==> config.mk <==
export PLATFORM = sky130hd
export DESIGN_NAME = addsub_seq_flat
export DESIGN_NICKNAME = d
export VERILOG_FILES = /design/src/rtl/addsub_seq_pkg.sv /design/src/rtl/addsub_seq_if.sv /design/src/rtl/addsub_slice.sv /design/src/rtl/addsub_seq.sv /design/src/flat_wrapper.sv
export SDC_FILE = /design/constraint.sdc
export NUM_CORES = 1
export LEC_CHECK = 0
export CORE_MARGIN = 5
export CORE_UTILIZATION = 52
export CTS_CLUSTER_DIAMETER = 150
export DETAILED_ROUTE_END_ITERATION = 16
export PLACE_DENSITY = 0.92
export SYNTH_ARGS = -nofsm -noshare
export SYNTH_HDL_FRONTEND = slang
export SYNTH_SLANG_ARGS = --single-unit
==> constraint.sdc <==
create_clock -name clk -period 5.13 [get_ports clk]
set_input_delay 1.026 -clock clk [delete_from_list [all_inputs] [get_ports clk]]
set_output_delay 1.026 -clock clk [all_outputs]
set_load 0.05 [all_outputs]
==> src/rtl/addsub_seq_pkg.sv <==
// Shared types and constants for the digit-serial add/subtract engine.
package addsub_seq_pkg;

    typedef enum logic [1:0] {
        IDLE = 2'd0,
        RUN  = 2'd1,
        DONE = 2'd2
    } state_t;

    localparam int DIGIT_W = 2;

    typedef logic req_id_t;

endpackage

==> src/rtl/addsub_seq_if.sv <==
// Requester-side bus of addsub_seq: two request channels plus the shared result.
interface addsub_seq_if #(
    parameter int W = 8
);
    import addsub_seq_pkg::*;

    logic           req0;
    logic           req1;
    logic [W-1:0]   a0;
    logic [W-1:0]   b0;
    logic [W-1:0]   a1;
    logic [W-1:0]   b1;
    logic           m0;
    logic           m1;
    logic           ack0;
    logic           ack1;
    logic           busy;
    logic           done;
    req_id_t        done_id;
    logic [W-1:0]   result;
    logic           cout;
    logic           ovf;

    modport master (
        output req0, req1, a0, b0, a1, b1, m0, m1,
        input  ack0, ack1, busy, done, done_id, result, cout, ovf
    );

    modport slave (
        input  req0, req1, a0, b0, a1, b1, m0, m1,
        output ack0, ack1, busy, done, done_id, result, cout, ovf
    );

endinterface

==> src/rtl/addsub_slice.sv <==
// Combinational 2-bit add slice: two chained full adders, b arrives pre-inverted for subtract.
module addsub_slice
    import addsub_seq_pkg::*;
(
    input  logic [DIGIT_W-1:0] a,
    input  logic [DIGIT_W-1:0] b,
    input  logic               cin,
    output logic [DIGIT_W-1:0] s,
    output logic               cout
);

    logic c_mid;

    assign s[0]  = a[0] ^ b[0] ^ cin;
    assign c_mid = (a[0] & b[0]) | (cin & (a[0] ^ b[0]));
    assign s[1]  = a[1] ^ b[1] ^ c_mid;
    assign cout  = (a[1] & b[1]) | (c_mid & (a[1] ^ b[1]));

endmodule

==> src/rtl/addsub_seq.sv <==
// Round-robin shared add/subtract engine that walks one 2-bit slice across the operands,
// one digit per clock, and reports result, carry-out and signed overflow.
module addsub_seq
    import addsub_seq_pkg::*;
#(
    parameter int W = 8
) (
    input  logic        clk,
    input  logic        rst,
    addsub_seq_if.slave bus
);

    localparam int DIGITS = W / DIGIT_W;
    localparam int KW     = (DIGITS > 1) ? $clog2(DIGITS) : 1;
    localparam logic [KW-1:0] K_LAST = KW'(DIGITS - 1);

    state_t          state_q, state_d;
    logic [KW-1:0]   k_q, k_d;
    req_id_t         rr_last_q, rr_last_d;
    req_id_t         id_q, id_d;
    req_id_t         done_id_q, done_id_d;
    logic            ack0_q, ack0_d;
    logic            ack1_q, ack1_d;
    logic            busy_q, busy_d;
    logic            done_q, done_d;
    logic            cout_q, cout_d;
    logic            ovf_q, ovf_d;
    logic [W-1:0]    result_q, result_d;
    logic [W-1:0]    a_q, a_d;
    logic [W-1:0]    b_q, b_d;
    logic [W-1:0]    acc_q, acc_d;
    logic            carry_q, carry_d;

    logic [DIGIT_W-1:0] a_dig;
    logic [DIGIT_W-1:0] b_dig;
    logic [DIGIT_W-1:0] s_dig;
    logic               slice_cout;

    logic            any_req;
    req_id_t         gid;
    logic [W-1:0]    a_sel;
    logic [W-1:0]    b_sel;
    logic            m_sel;

    // Select the digit currently addressed by k from the latched operands.
    always_comb begin
        a_dig = '0;
        b_dig = '0;
        for (int i = 0; i < DIGITS; i++) begin
            if (k_q == KW'(i)) begin
                a_dig = a_q[DIGIT_W*i +: DIGIT_W];
                b_dig = b_q[DIGIT_W*i +: DIGIT_W];
            end
        end
    end

    addsub_slice u_slice (
        .a    (a_dig),
        .b    (b_dig),
        .cin  (carry_q),
        .s    (s_dig),
        .cout (slice_cout)
    );

    // On a tie the requester that did not win last time gets the grant.
    always_comb begin
        any_req = bus.req0 | bus.req1;
        gid     = (bus.req0 & bus.req1) ? ~rr_last_q : bus.req1;
        a_sel   = gid ? bus.a1 : bus.a0;
        b_sel   = gid ? bus.b1 : bus.b0;
        m_sel   = gid ? bus.m1 : bus.m0;
    end

    always_comb begin
        state_d   = state_q;
        k_d       = k_q;
        rr_last_d = rr_last_q;
        id_d      = id_q;
        done_id_d = done_id_q;
        ack0_d    = 1'b0;
        ack1_d    = 1'b0;
        done_d    = 1'b0;
        cout_d    = cout_q;
        ovf_d     = ovf_q;
        result_d  = result_q;
        a_d       = a_q;
        b_d       = b_q;
        acc_d     = acc_q;
        carry_d   = carry_q;

        case (state_q)
            IDLE, DONE: begin
                if (any_req) begin
                    a_d       = a_sel;
                    b_d       = b_sel ^ {W{m_sel}};
                    carry_d   = m_sel;
                    rr_last_d = gid;
                    id_d      = gid;
                    ack0_d    = ~gid;
                    ack1_d    = gid;
                    k_d       = '0;
                    state_d   = RUN;
                end else begin
                    state_d   = IDLE;
                end
            end
            RUN: begin
                for (int i = 0; i < DIGITS; i++) begin
                    if (k_q == KW'(i)) begin
                        acc_d[DIGIT_W*i +: DIGIT_W] = s_dig;
                    end
                end
                carry_d = slice_cout;
                k_d     = k_q + KW'(1);
                if (k_q == K_LAST) begin
                    // Top digit: the slice sees a[W-1], b'[W-1] and produces sum[W-1].
                    result_d  = acc_d;
                    cout_d    = slice_cout;
                    ovf_d     = (a_q[W-1] == b_q[W-1]) && (s_dig[DIGIT_W-1] != a_q[W-1]);
                    done_id_d = id_q;
                    done_d    = 1'b1;
                    state_d   = DONE;
                end
            end
            default: begin
                state_d = IDLE;
            end
        endcase

        busy_d = (state_d != IDLE);
    end

    always_ff @(posedge clk or posedge rst) begin
        if (rst) begin
            state_q   <= IDLE;
            k_q       <= '0;
            rr_last_q <= 1'b1;
            id_q      <= 1'b0;
            done_id_q <= 1'b0;
            ack0_q    <= 1'b0;
            ack1_q    <= 1'b0;
            busy_q    <= 1'b0;
            done_q    <= 1'b0;
            cout_q    <= 1'b0;
            ovf_q     <= 1'b0;
            result_q  <= '0;
        end else begin
            state_q   <= state_d;
            k_q       <= k_d;
            rr_last_q <= rr_last_d;
            id_q      <= id_d;
            done_id_q <= done_id_d;
            ack0_q    <= ack0_d;
            ack1_q    <= ack1_d;
            busy_q    <= busy_d;
            done_q    <= done_d;
            cout_q    <= cout_d;
            ovf_q     <= ovf_d;
            result_q  <= result_d;
        end
    end

    // Operand and accumulator storage is always reloaded at grant, so it needs no reset.
    always_ff @(posedge clk) begin
        a_q     <= a_d;
        b_q     <= b_d;
        acc_q   <= acc_d;
        carry_q <= carry_d;
    end

    assign bus.ack0    = ack0_q;
    assign bus.ack1    = ack1_q;
    assign bus.busy    = busy_q;
    assign bus.done    = done_q;
    assign bus.done_id = done_id_q;
    assign bus.result  = result_q;
    assign bus.cout    = cout_q;
    assign bus.ovf     = ovf_q;

endmodule

==> src/flat_wrapper.sv <==
// flat-port wrapper written by rule: the top's interface ports become plain ports
module addsub_seq_flat import addsub_seq_pkg::*;
#(
    parameter int W = 8
)
  (clk, rst, bus_req0, bus_req1, bus_a0, bus_b0, bus_a1, bus_b1, bus_m0, bus_m1, bus_ack0, bus_ack1, bus_busy, bus_done, bus_done_id, bus_result, bus_cout, bus_ovf);
  addsub_seq_if #(.W(W)) bus_i ();
  input  logic clk;
  input  logic rst;
  input wire logic [$bits(bus_i.req0)-1:0] bus_req0;
  input wire logic [$bits(bus_i.req1)-1:0] bus_req1;
  input wire logic [$bits(bus_i.a0)-1:0] bus_a0;
  input wire logic [$bits(bus_i.b0)-1:0] bus_b0;
  input wire logic [$bits(bus_i.a1)-1:0] bus_a1;
  input wire logic [$bits(bus_i.b1)-1:0] bus_b1;
  input wire logic [$bits(bus_i.m0)-1:0] bus_m0;
  input wire logic [$bits(bus_i.m1)-1:0] bus_m1;
  output wire logic [$bits(bus_i.ack0)-1:0] bus_ack0;
  output wire logic [$bits(bus_i.ack1)-1:0] bus_ack1;
  output wire logic [$bits(bus_i.busy)-1:0] bus_busy;
  output wire logic [$bits(bus_i.done)-1:0] bus_done;
  output wire logic [$bits(bus_i.done_id)-1:0] bus_done_id;
  output wire logic [$bits(bus_i.result)-1:0] bus_result;
  output wire logic [$bits(bus_i.cout)-1:0] bus_cout;
  output wire logic [$bits(bus_i.ovf)-1:0] bus_ovf;
  assign bus_i.req0 = bus_req0;
  assign bus_i.req1 = bus_req1;
  assign bus_i.a0 = bus_a0;
  assign bus_i.b0 = bus_b0;
  assign bus_i.a1 = bus_a1;
  assign bus_i.b1 = bus_b1;
  assign bus_i.m0 = bus_m0;
  assign bus_i.m1 = bus_m1;
  assign bus_ack0 = bus_i.ack0;
  assign bus_ack1 = bus_i.ack1;
  assign bus_busy = bus_i.busy;
  assign bus_done = bus_i.done;
  assign bus_done_id = bus_i.done_id;
  assign bus_result = bus_i.result;
  assign bus_cout = bus_i.cout;
  assign bus_ovf = bus_i.ovf;
  addsub_seq #(.W(W)) u_core (.clk(clk), .rst(rst), .bus(bus_i));
endmodule
==> flow_summary_export.csv <==
group,metric,value,unit
global_routing,grt_pass1_vias,1452,
hold_path,hp-class,"register to register",
floorplan,die_w,74.1,um
global_routing,grt_usage,15.6,%
drt,viasPerCell,5.09,
drt,met3WireLength,296,um
worst_setup_path,end_kind,"register",
finish,layout_common_cells,"52 x clkdlybuf4s50_1, 23 x edfxtp_1, 20 x mux2_2, 20 x dfrtp_1, 19 x nand2_1",
cts,numCtsBuffers,5,
yosys,synthCells,175,
sta,slew_headroom,47.6,%
yosys,synth_top_family_by_area,"multiplexers",
cts,post_cts_resized,0,
yosys,yosysWarnings,0,
hold_path,min_to,"u_core.bus.result[6]",
yosys,synth_adder_area_share,4.22,%
hold_path,holdPathStages,2,
finish,nNetsFinal,269,
cts,clk_latency,0.30,ns
finish,final_common_cell,"clkdlybuf4s50_1",
sta,rsz0062_at_grt,"no",
global_routing,antenna_found_initial,0,
drt,wl_per_cell,14.4,um
drt,ant_nets,0,
sta,finalMaxSlewViolations,0,
worst_setup_path,crit_required,5.32,ns
sta,timing.final.crit_share,58.5,%
place,place_hpwl,3020,um
yosys,async_reset_ff_share,47.7,%
hold_path,hp-start,"u_core.bus.result[6]",
worst_setup_path,rr_worst_depth,10,
yosys,yosysSeqAreaShare,57.1,%
global_routing,grt_overflow,0,
drt,highest_layer,"met4",
floorplan,core,4000,um^2
cts,post-cts-setup-buffers,0,
cts,cts-htree-levels,2,
worst_setup_path,path_class,"register to register",
cts,path_clk_slew,0.08,ns
sta,setup_viol,0,
pwr,ir_drop,0.000285,V
sta,fmax,333,MHz
floorplan,dieArea,5480,um^2
worst_setup_path,crit_start,"u_core.k_q[1]",
cts,cts_buffer_depth,2,
global_routing,grt_start_max_net_pins,27,
global_routing,grt_pass1_wl,6420,um
place,gp_congestion,0.770,
run_status,status,"finished, final reports clean",
yosys,yosys.area_share.simple,6.74,%
finish,fill_cells,294,
yosys,synth_edf_count,23,
yosys,synthXorXnorAreaFrac,6.57,%
yosys,synth-seq-cells,44,
floorplan,die_h,74.1,um
cts,cts_hold_buf,0,
drt,wl,3970,um
drt,wl_met1,1590,um
finish,n_antenna_cell,0,
drt,dr.pass1.iters,5,
floorplan,start_util,53.3,%
cts,cts.sinks,44,
pwr,finalPower,0.00173,W
floorplan,row_count,23,
place,port_buffers,52,
worst_setup_path,worst-endpoint-arrival,3.19,ns
yosys,synthMuxAreaShare,11.0,%
yosys,ys_types,29,
sta,hold_violations,0,
yosys,syn-cell-area,2130,um^2
worst_setup_path,cp-start-kind,"register",
yosys,synth_area_per_cell,12.2,um^2
cts,cts_root_buffer,"clkbuf_8",
yosys,synth-main-ff-cell,"edfxtp_1",
drt,vias,1404,
drt,drcViolationCount,0,
flow_run,cap_viol_max_count,0,
drt,first_iter_violations,87,
yosys,synth_compound_area_share,9.97,%
yosys,syn_nets,219,
pwr,p_leak,1.11,nW
sta,clock_skew,0.00935,ns
sta,fin_tns_setup,0,ns
worst_setup_path,rrSetupSlack,2.13,ns
cts,cts_tree,"yes",
finish,drive_gt1_share,12.4,%
worst_setup_path,r2r-end,"u_core.bus.result[5]",
sta,worstMarginPinSlew,0.786,ns
worst_setup_path,r2r-start,"u_core.k_q[1]",
sta,period_minus_slack,3.00,ns
pwr,power.density,631,nW/um^2
finish,syn2layout_area_growth,28.9,%
worst_setup_path,crit_fanout,9,
drt,wl_met2,2040,um
floorplan,io-pin-count,53,
cells by family after synthesis:
group | Yosys count
multiplexers | 21
buffers and inverters | 21
XOR/XNOR | 16
AND/OR/NAND/NOR | 33
flip-flops | 44
AO/OA/AOI/OAI | 34
adder cells (fa/ha/maj) | 6
power breakdown:
part | leakage (nW) | switching, W | total, W | internal [W]
clock network | 0.0422 | 0.000109 | 0.000205 | 0.0000955
registers | 0.475 | 0.0000675 | 0.000630 | 0.000562
logic | 0.589 | 0.000544 | 0.000899 | 0.000355
sequential cells by signal, indices dropped and copies added, names as in the netlist, 2 cells and up:
register and cells:
u_core.state_q 2, u_core.a_q 8, u_core.b_q 8, u_core.acc_q 6, u_core.k_q 2, u_core.bus.result 8
synth_stat cells (3+ instances only):
master / number / area [um^2]
inv_1: 12 / 45.0
nand2_1: 19 / 71.3
xor2_1: 8 / 70.1
nor2b_1: 3 / 18.8
nor2_1: 7 / 26.3
edfxtp_1: 23 / 691
buf_2: 6 / 30.0
ha_1: 4 / 50.1
mux2_2: 20 / 225
xnor2_1: 8 / 70.1
o31ai_1: 3 / 22.5
a21oi_1: 9 / 45.0
o21ai_0: 14 / 70.1
dfrtp_1: 20 / 500
worst max path at each step:
stage	to	cells after the start	slack, ns
after floorplan	u_core.bus.result[5]	10	2.43
after global placement	u_core.bus.result[1]	10	2.24
after detailed placement	u_core.bus.result[5]	10	2.14
after CTS	u_core.bus.result[5]	10	2.12
after global routing	u_core.bus.ovf	11	1.93
final	u_core.bus.result[5]	10	2.13
metrics by stage:
| step | hold slack (ns) | area (um^2) | setup slack, ns | cells | util, % |
|---|---|---|---|---|---|
| after floorplan | 0.446 | 2130 | 2.43 | 175 | - |
| after global routing | 0.535 | 2750 | 1.93 | 276 | 68.7 |
| after detailed placement | 0.487 | 2670 | 2.14 | 268 | 66.7 |
| after CTS | 0.503 | 2750 | 2.12 | 276 | 68.7 |
| final | 0.497 | 2750 | 2.13 | 276 | 68.7 |
| after global placement | 0.461 | 2670 | 2.24 | 268 | 66.7 |
final cells by class:
cell class | instances | area [um^2] | area share [%]
Tap cell | 50 | 62.6 | 2.28
Multi-Input combinational cell | 110 | 822 | 29.9
Sequential cell | 44 | 1220 | 44.3
Clock buffer | 7 | 76.3 | 2.78
Timing Repair Buffer | 52 | 520 | 18.9
Clock inverter | 1 | 5.00 | 0.182
Inverter | 12 | 45.0 | 1.64
critical path, stage by stage (launching register included):
cell,delay [ns]
dfrtp_1,0.40
inv_1,0.11
ha_1,0.36
nor2b_1,0.13
a221o_1,0.31
a22oi_1,0.20
fa_1,0.21
inv_1,0.05
fa_1,0.54
mux2_2,0.32
mux2_2,0.26
metal layers:
metal	GRT usage [%]	up-vias
li1	-	701
met1	16.7	645
met2	29.3	53
met3	5.41	5
met4	3.62	0
met5	0	-
(Power assumes the default switching activity.)
